$ cat config.mk
export PLATFORM = sky130hd
export DESIGN_NAME = button_conditioner
export DESIGN_NICKNAME = d
export VERILOG_FILES = /design/src/rtl/semaforo_defs.sv /design/src/rtl/bt_sync_debounce.sv /design/src/rtl/button_conditioner.sv
export SDC_FILE = /design/constraint.sdc
export NUM_CORES = 1
export LEC_CHECK = 0
export CORE_ASPECT_RATIO = 0.9
export CORE_UTILIZATION = 55
export CTS_BUF_LIST = sky130_fd_sc_hd__clkbuf_4
export DETAILED_ROUTE_END_ITERATION = 6
export GPL_TIMING_DRIVEN = 1
export PLACE_DENSITY = 0.83
export SYNTH_ARGS = -nofsm -noshare
export SYNTH_HDL_FRONTEND = slang
export SYNTH_HIERARCHICAL = 1
export SYNTH_SLANG_ARGS = --single-unit
$ cat constraint.sdc
create_clock -name clk -period 2.17 [get_ports clk]
set_clock_uncertainty 0.2 [all_clocks]
set_input_delay 0.5425 -clock clk [delete_from_list [all_inputs] [get_ports clk]]
set_output_delay 0.5425 -clock clk [all_outputs]
set_load 0.005 [all_outputs]
$ cat src/rtl/semaforo_defs.sv
// ---------------------------------------------------------------------------
// semaforo_defs
// Shared definitions for the semaforo traffic-light controller and its
// upstream pedestrian-button conditioner.
//   - FSM state encodings for button_conditioner (IDLE/PENDING/LOCKOUT)
//   - default DEBOUNCE / LOCKOUT values
//   - 8-bit count width, also used for the VERDE/AMARELO/VERMELHO durations
// ---------------------------------------------------------------------------
package semaforo_defs;

    localparam int unsigned CNT_W = 8;

    typedef logic [CNT_W-1:0] cnt_t;

    localparam logic [1:0] ST_IDLE    = 2'd0;
    localparam logic [1:0] ST_PENDING = 2'd1;
    localparam logic [1:0] ST_LOCKOUT = 2'd2;

    localparam cnt_t DEF_DEBOUNCE = 8'd4;
    localparam cnt_t DEF_LOCKOUT  = 8'd8;

endpackage

$ cat src/rtl/bt_sync_debounce.sv
// ---------------------------------------------------------------------------
// bt_sync_debounce
// Two-flop synchronizer, counter debounce and rising-edge strobe for a raw,
// bouncy, asynchronous push button.
// Ports:
//   i_clk         system clock
//   i_rst_n       asynchronous active-low reset
//   i_bt_raw      raw button input (asynchronous to i_clk)
//   o_press_pulse one-cycle strobe on each debounced 0->1 transition
// Parameter:
//   DEBOUNCE      consecutive differing cycles needed to accept a level (1..255)
// ---------------------------------------------------------------------------
module bt_sync_debounce
    import semaforo_defs::*;
#(
    parameter cnt_t DEBOUNCE = DEF_DEBOUNCE
) (
    input  logic i_clk,
    input  logic i_rst_n,
    input  logic i_bt_raw,
    output logic o_press_pulse
);

    logic r_s1;
    logic r_s;
    logic r_db;
    cnt_t r_cnt;

    always_ff @(posedge i_clk or negedge i_rst_n) begin
        if (!i_rst_n) begin
            r_s1 <= 1'b0;
            r_s  <= 1'b0;
        end else begin
            r_s1 <= i_bt_raw;
            r_s  <= r_s1;
        end
    end

    // Any cycle where the synchronized level matches the accepted level
    // restarts the count, so isolated bounces never reach DEBOUNCE.
    always_ff @(posedge i_clk or negedge i_rst_n) begin
        if (!i_rst_n) begin
            r_db          <= 1'b0;
            r_cnt         <= '0;
            o_press_pulse <= 1'b0;
        end else begin
            o_press_pulse <= 1'b0;
            if (r_s == r_db) begin
                r_cnt <= '0;
            end else if (r_cnt == DEBOUNCE - 8'd1) begin
                r_db          <= r_s;
                r_cnt         <= '0;
                o_press_pulse <= r_s;
            end else begin
                r_cnt <= r_cnt + 8'd1;
            end
        end
    end

endmodule

$ cat src/rtl/button_conditioner.sv
// ---------------------------------------------------------------------------
// button_conditioner
// Turns the raw pedestrian button into one clean request held until the
// semaforo controller acknowledges it, followed by a lockout window.
// Ports:
//   clk          system clock
//   rst          asynchronous active-low reset
//   bt_raw       raw button (asynchronous, bouncy)
//   ack          acknowledge from the controller (one or more cycles)
//   req          latched request, drives the controller's bt input
//   press_pulse  one-cycle strobe per debounced press, accepted or not
//   busy         high whenever the FSM is not IDLE
//   press_count  (BUTTON_CONDITIONER_COUNT_EN only) saturating count of
//                accepted requests
// Parameters:
//   DEBOUNCE     debounce length in cycles (1..255)
//   LOCKOUT      cycles after ack during which presses are dropped (0..255)
// Optional build macro: BUTTON_CONDITIONER_COUNT_EN
// ---------------------------------------------------------------------------
module button_conditioner
    import semaforo_defs::*;
#(
    parameter cnt_t DEBOUNCE = DEF_DEBOUNCE,
    parameter cnt_t LOCKOUT  = DEF_LOCKOUT
) (
    input  logic clk,
    input  logic rst,
    input  logic bt_raw,
    input  logic ack,
    output logic req,
    output logic press_pulse,
    output logic busy
`ifdef BUTTON_CONDITIONER_COUNT_EN
    ,
    output cnt_t press_count
`endif
);

    logic [1:0] r_state;
    cnt_t       r_lk;
    logic       w_press;

    bt_sync_debounce #(
        .DEBOUNCE (DEBOUNCE)
    ) u_sync_debounce (
        .i_clk         (clk),
        .i_rst_n       (rst),
        .i_bt_raw      (bt_raw),
        .o_press_pulse (w_press)
    );

    always_comb press_pulse = w_press;
    always_comb busy        = (r_state != ST_IDLE);

    always_ff @(posedge clk or negedge rst) begin
        if (!rst) begin
            r_state <= ST_IDLE;
            r_lk    <= '0;
            req     <= 1'b0;
        end else begin
            case (r_state)
                ST_IDLE: begin
                    // ack arriving here is stale; a simultaneous press wins
                    if (w_press) begin
                        r_state <= ST_PENDING;
                        req     <= 1'b1;
                    end
                end
                ST_PENDING: begin
                    if (ack) begin
                        req <= 1'b0;
                        if (LOCKOUT == '0) begin
                            r_state <= ST_IDLE;
                        end else begin
                            r_state <= ST_LOCKOUT;
                            r_lk    <= LOCKOUT - 8'd1;
                        end
                    end
                end
                ST_LOCKOUT: begin
                    if (r_lk == '0) begin
                        r_state <= ST_IDLE;
                    end else begin
                        r_lk <= r_lk - 8'd1;
                    end
                end
                default: begin
                    r_state <= ST_IDLE;
                    req     <= 1'b0;
                end
            endcase
        end
    end

`ifdef BUTTON_CONDITIONER_COUNT_EN
    always_ff @(posedge clk or negedge rst) begin
        if (!rst) begin
            press_count <= '0;
        end else if ((r_state == ST_IDLE) && w_press && (press_count != '1)) begin
            press_count <= press_count + 8'd1;
        end
    end
`endif

endmodule

# Yosys cells after proc, flatten, opt, wreduce, memory -nomap -nowiden
# Index checks and enable logic that the tools add are counted.
[classes]
n_addsub = 2
n_mux = 14
bitwise = 2
n_reduce_logical = 8
eq_ne = 8
[op_table]
columns = ["operator", "n"]
rows = [
  ["two-way mux 8 bit", 4],
  ["case mux 8 bit (2 select lines)", 1],
  ["AND reduction 3 bit", 3],
  ["adder 8 x 1 -> 8 bit (second input constant)", 1],
  ["equality test 8 x 2 -> 1 bit (second input constant)", 1],
  ["zero test 8 bit", 1],
  ["subtractor 8 x 1 -> 8 bit (second input constant)", 1],
  ["two-way mux 2 bit", 3],
  ["inequality test 2 bit (second input constant)", 3],
  ["case mux 2 bit (3 select lines)", 1],
  ["two-way mux 1 bit", 4],
  ["nonzero test 2 bit", 2],
  ["case mux 1 bit (3 select lines)", 1],
  ["equality test 2 x 1 -> 1 bit (second input constant)", 1],
  ["equality test 2 bit (second input constant)", 1],
  ["zero test 2 bit", 1],
  ["inequality test 2 x 1 -> 1 bit (second input constant)", 1],
  ["NOT 1 bit", 2],
  ["AND reduction 2 bit", 1],
  ["equality test 1 bit", 1],
]
[totals]
out_inout_bits = 3
register_bits = 23
input_bits = 4
elab_cells = 42

# Longest topological paths before layout
[depth]
depth_word = 3
ltp_mapped = 7
ltp_nobuf = 6

# Modules after synthesis
# Netlist, hierarchy kept.
[modules_own_cells]
columns = ["mod", "cells_per_inst", "seq_area_each_um2", "instances", "area_per_inst_um2"]
rows = [
  ["button_conditioner", 66, 275.3, 1, 633.1],
  ["bt_sync_debounce", 45, 300.3, 1, 509.2],
]

# Worst setup path before layout
# OpenSTA, ideal clock, no wires.
[synth_timing]
path_kind = "reg-to-reg"
start = "reg r_lk[0]"
end = "reg r_lk[0]"
path_buffers = 1
arrival_ns = 1.630
period_less_slack_ns = 1.955
stages_incl_launch_ff = 7
required_time_ns = 1.845
setup_ns = 0.125
slack_ns = 0.215
cell_sequence = "dfrtp_1 inv_1 ha_1 or4bb_1 o22a_1 buf_6 mux2_2"
[synth_between]
elab_chain_cells = 3
elab_cells_between_ends = 6
classes_between = "add/sub (1); eq/ne (1); mux (2); reduce/logical (2)"
[synth_lines]
columns = ["item", "line", "text"]
rows = [
  ["start, declared", "button_conditioner.sv:40", "cnt_t r_lk;"],
  ["start signal, assigned", "button_conditioner.sv:76", "r_lk <= LOCKOUT - 8'd1;"],
  ["start signal, assigned", "button_conditioner.sv:84", "r_lk <= r_lk - 8'd1;"],
  ["subtractor 8 x 1 -> 8 bit / zero test 8 bit (equally long branches)", "button_conditioner.sv:84, button_conditioner.sv:81", ""],
  ["two-way mux 8 bit / inequality test 2 bit (equally long branches)", "-", ""],
  ["case mux 8 bit (2 select lines) / AND reduction 3 bit (equally long branches)", "-", ""],
]
# Several ways; a longest one is shown, not always the timed one. The select of a mux whose other input is x is not followed.
# A chain may end at the register's enable or synchronous reset.

# Final worst setup path
# Ends and elaborated chain as after synthesis.

==> results_dict.tcl <==
set metrics [dict create \
    status "complete, no violations" \
    synth_mux_area_share_pct 4.05 \
    path_clk_slew_ps 130 \
    wl_per_cell_um 13.3 \
    min_period_ps 2040 \
    start_util_pct 59.1 \
    synthAdderAreaFrac_pct 3.29 \
    r2r_end "r_lk[0]" \
    required_ps 2180 \
    antenna_found_initial 0 \
    ant_nets 0 \
    reg2regPathDepth 5 \
    clockRootBuffer "clkbuf_4" \
    drtIter0Drc 30 \
    synth_xor_area_share_pct 3.07 \
    finalCritPeriodShare_pct 94.0 \
    numCtsBuffers 3 \
    vdd_drop_max_mv 0.609 \
    diodes 0 \
    h-tree-depth 1 \
    final_util_pct 66.7 \
    drc 0 \
    rows 15 \
    hold_depth 0 \
    critPathCaptureType "flip-flop" \
    hold_buffers 0 \
    die_area_um2 2260 \
    final_area_um2 1290 \
    area_delta_synth_final_pct 12.9 \
    maxUsedRoutingLayer "met4" \
    place.detailed.hpwl_mm 1.43 \
    maxCapViolations 0 \
    drtPass1Iterations 4 \
    wl_met1_mm 1.00 \
    vias 875 \
    dieWidth_um 50.0 \
    clock_latency_ps 300 \
    cp_data_arrival_time_ps 2050 \
    syn_avg_cell_area_um2 10.3 \
    yosys_warnings 6 \
    pwr-share-seq_pct 46.0 \
    placed_area_um2 1250 \
    grt_pass1_wl_mm 3.35 \
    grt_pass1_vias 766 \
    gp_congestion 0.799 \
    cts.sinks 23 \
    fin_ws_ps 130 \
    via_per_inst 5.87 \
    layout-drive-gt1-share_pct 16.1 \
    yosys.area_share.simple_pct 20.0 \
    startpoint_type "flip-flop" \
    met2_length_um 888 \
    p_per_area_nw_per_um2 1160 \
    clockBufferDepth 2 \
    io_pins 7 \
    place_worst_setup_slack_ps 23.9 \
    crit_type "flip-flop to flip-flop" \
    async_flop_share_pct 100 \
    rsz0062_at_grt "no" \
    die_h_um 45.2 \
    layout.nets 132 \
    syn_nets 118 \
    wl_met3_um 84 \
    synthCells 111 \
    hold_start "u_sync_debounce/r_s1" \
    routed_wl_mm 1.99 \
    ys.flop_type "dfrtp_1" \
    core_um2 1930 \
    setup-violations-final 0 \
    relSlewSlack_pct 75.1 \
    mostFrequentLayoutCells "22 x dfrtp_1, 15 x nor2_1, 9 x inv_1, 7 x a21oi_1, 6 x buf_4" \
    synth_top_family_by_area "simple AND/OR/NAND/NOR gates" \
    netlist_area_um2 1140 \
    pwr-share-comb_pct 40.1 \
    cp_max_fo 10 \
    fillCellCount 145 \
    min_to "u_sync_debounce/r_s" \
    p_int_w 0.000941 \
    cts_tree "yes" \
    layout_commonest_cell "dfrtp_1" \
    grt-ovfl-total 0 \
    r2r_start "r_lk[0]" \
    p_sw_w 0.000559 \
    worst_pin_slew_ps 370 \
    p_leak_nw 0.566 \
    portBuffers 6 \
    finalMaxSlewViolations 0 \
    synth_seq_cells 23 \
    tns_ps 0 \
    yosysUniqueCellTypes 38 \
    ys_seq_area_share_pct 50.4 \
    fmax_mhz 490 \
    synth-edff-count 0 \
    regToRegSetupSlack_ps 130 \
    grtUsageTotal_pct 20.2 \
    grt_start_max_net_pins 24 \
    switching_share_pct 37.3 \
    hp-class "flip-flop to flip-flop" \
    synth_compound_area_share_pct 14.5 \
    clockPowerShare_pct 13.9 \
    final_hold_viol_count 0 \
]
==> worst max-delay path by stage <==
| stage | start | endpoint | slack (ps) | depth (start not counted) |
|---|---|---|---|---|
| floorplan | r_lk[0] | r_lk[0] | 220 | 6 |
| global placement | ack | r_lk[4] | 60 | 5 |
| detailed placement | ack | r_lk[4] | 20 | 5 |
| CTS | r_lk[0] | r_lk[0] | 80 | 5 |
| global route | r_lk[2] | r_lk[3] | 30 | 4 |
| finish | r_lk[0] | r_lk[0] | 130 | 5 |
==> cells by family after synthesis <==
kind of cell | after synthesis
compound gates | 23
xor+xnor | 4
fa+ha+maj | 3
buf+inv | 12
flops | 23
mux | 4
simple gates | 42
==> cell type report <==
type	instances	area [um2]	area share [%]
flip-flops and latches	23	577	44.7
multi-input cells	76	514	39.9
repair buffers	12	104	8.05
inverters	9	33.8	2.62
well taps	25	31.3	2.42
clock buffers	4	30.0	2.33
==> registers in the layout, summed over array words and instances, names as in the netlist <==
register                       count
r_state                            2
u_sync_debounce/r_s1               1
req                                1
u_sync_debounce/r_db               1
u_sync_debounce/o_press_pulse      1
u_sync_debounce/r_s                1
r_lk                               8
u_sync_debounce/r_cnt              8
==> metal layers <==
layer	vias to the layer above	GRT usage, %
li1	422	-
met1	428	28.4
met2	23	30.4
met3	2	4.04
met4	0	9.14
met5	-	0
==> repair_timing <==
action,4_1_cts,5_1_grt
buffers inserted,1,0
endpoints found under the setup margin,1,1
resized for setup,2,1
==> per-stage QoR <==
stage                     cells  power (W)  hold WS (ps)
after floorplan             111    0.00112          46.9
after global placement      144    0.00125           145
after detailed placement    144    0.00129           154
after CTS                   149    0.00151           184
after global routing        149    0.00161           191
final                       149    0.00150           189
==> worst max-delay path, stage by stage (launching register included) <==
cell	delay [ps]
dfrtp_1	410
inv_1	110
ha_1	170
or4bb_1	480
o22a_2	290
mux2_2	290
==> power groups by stage <==
stage / registers [W] / clock network (W) / logic [W]
floorplan: 0.000669 / 0 / 0.000454
global placement: 0.000696 / 0 / 0.000558
detailed placement: 0.000704 / 0 / 0.000589
CTS: 0.000687 / 0.000213 / 0.000606
global route: 0.000707 / 0.000229 / 0.000678
finish: 0.000690 / 0.000208 / 0.000602
==> cell usage after synthesis (all sizes together) (3+ instances only) <==
master,count,area (um2)
nor2,15,56.3
a21oi,8,43.8
ha,3,37.5
nand2,5,18.8
a31o,5,43.8
dfrtp,23,576
o21ai,4,20.0
inv,9,33.8
or4,3,26.3
nand3,5,25.0
or3,3,18.8
Note: power is estimated with default switching activity, not from simulation.
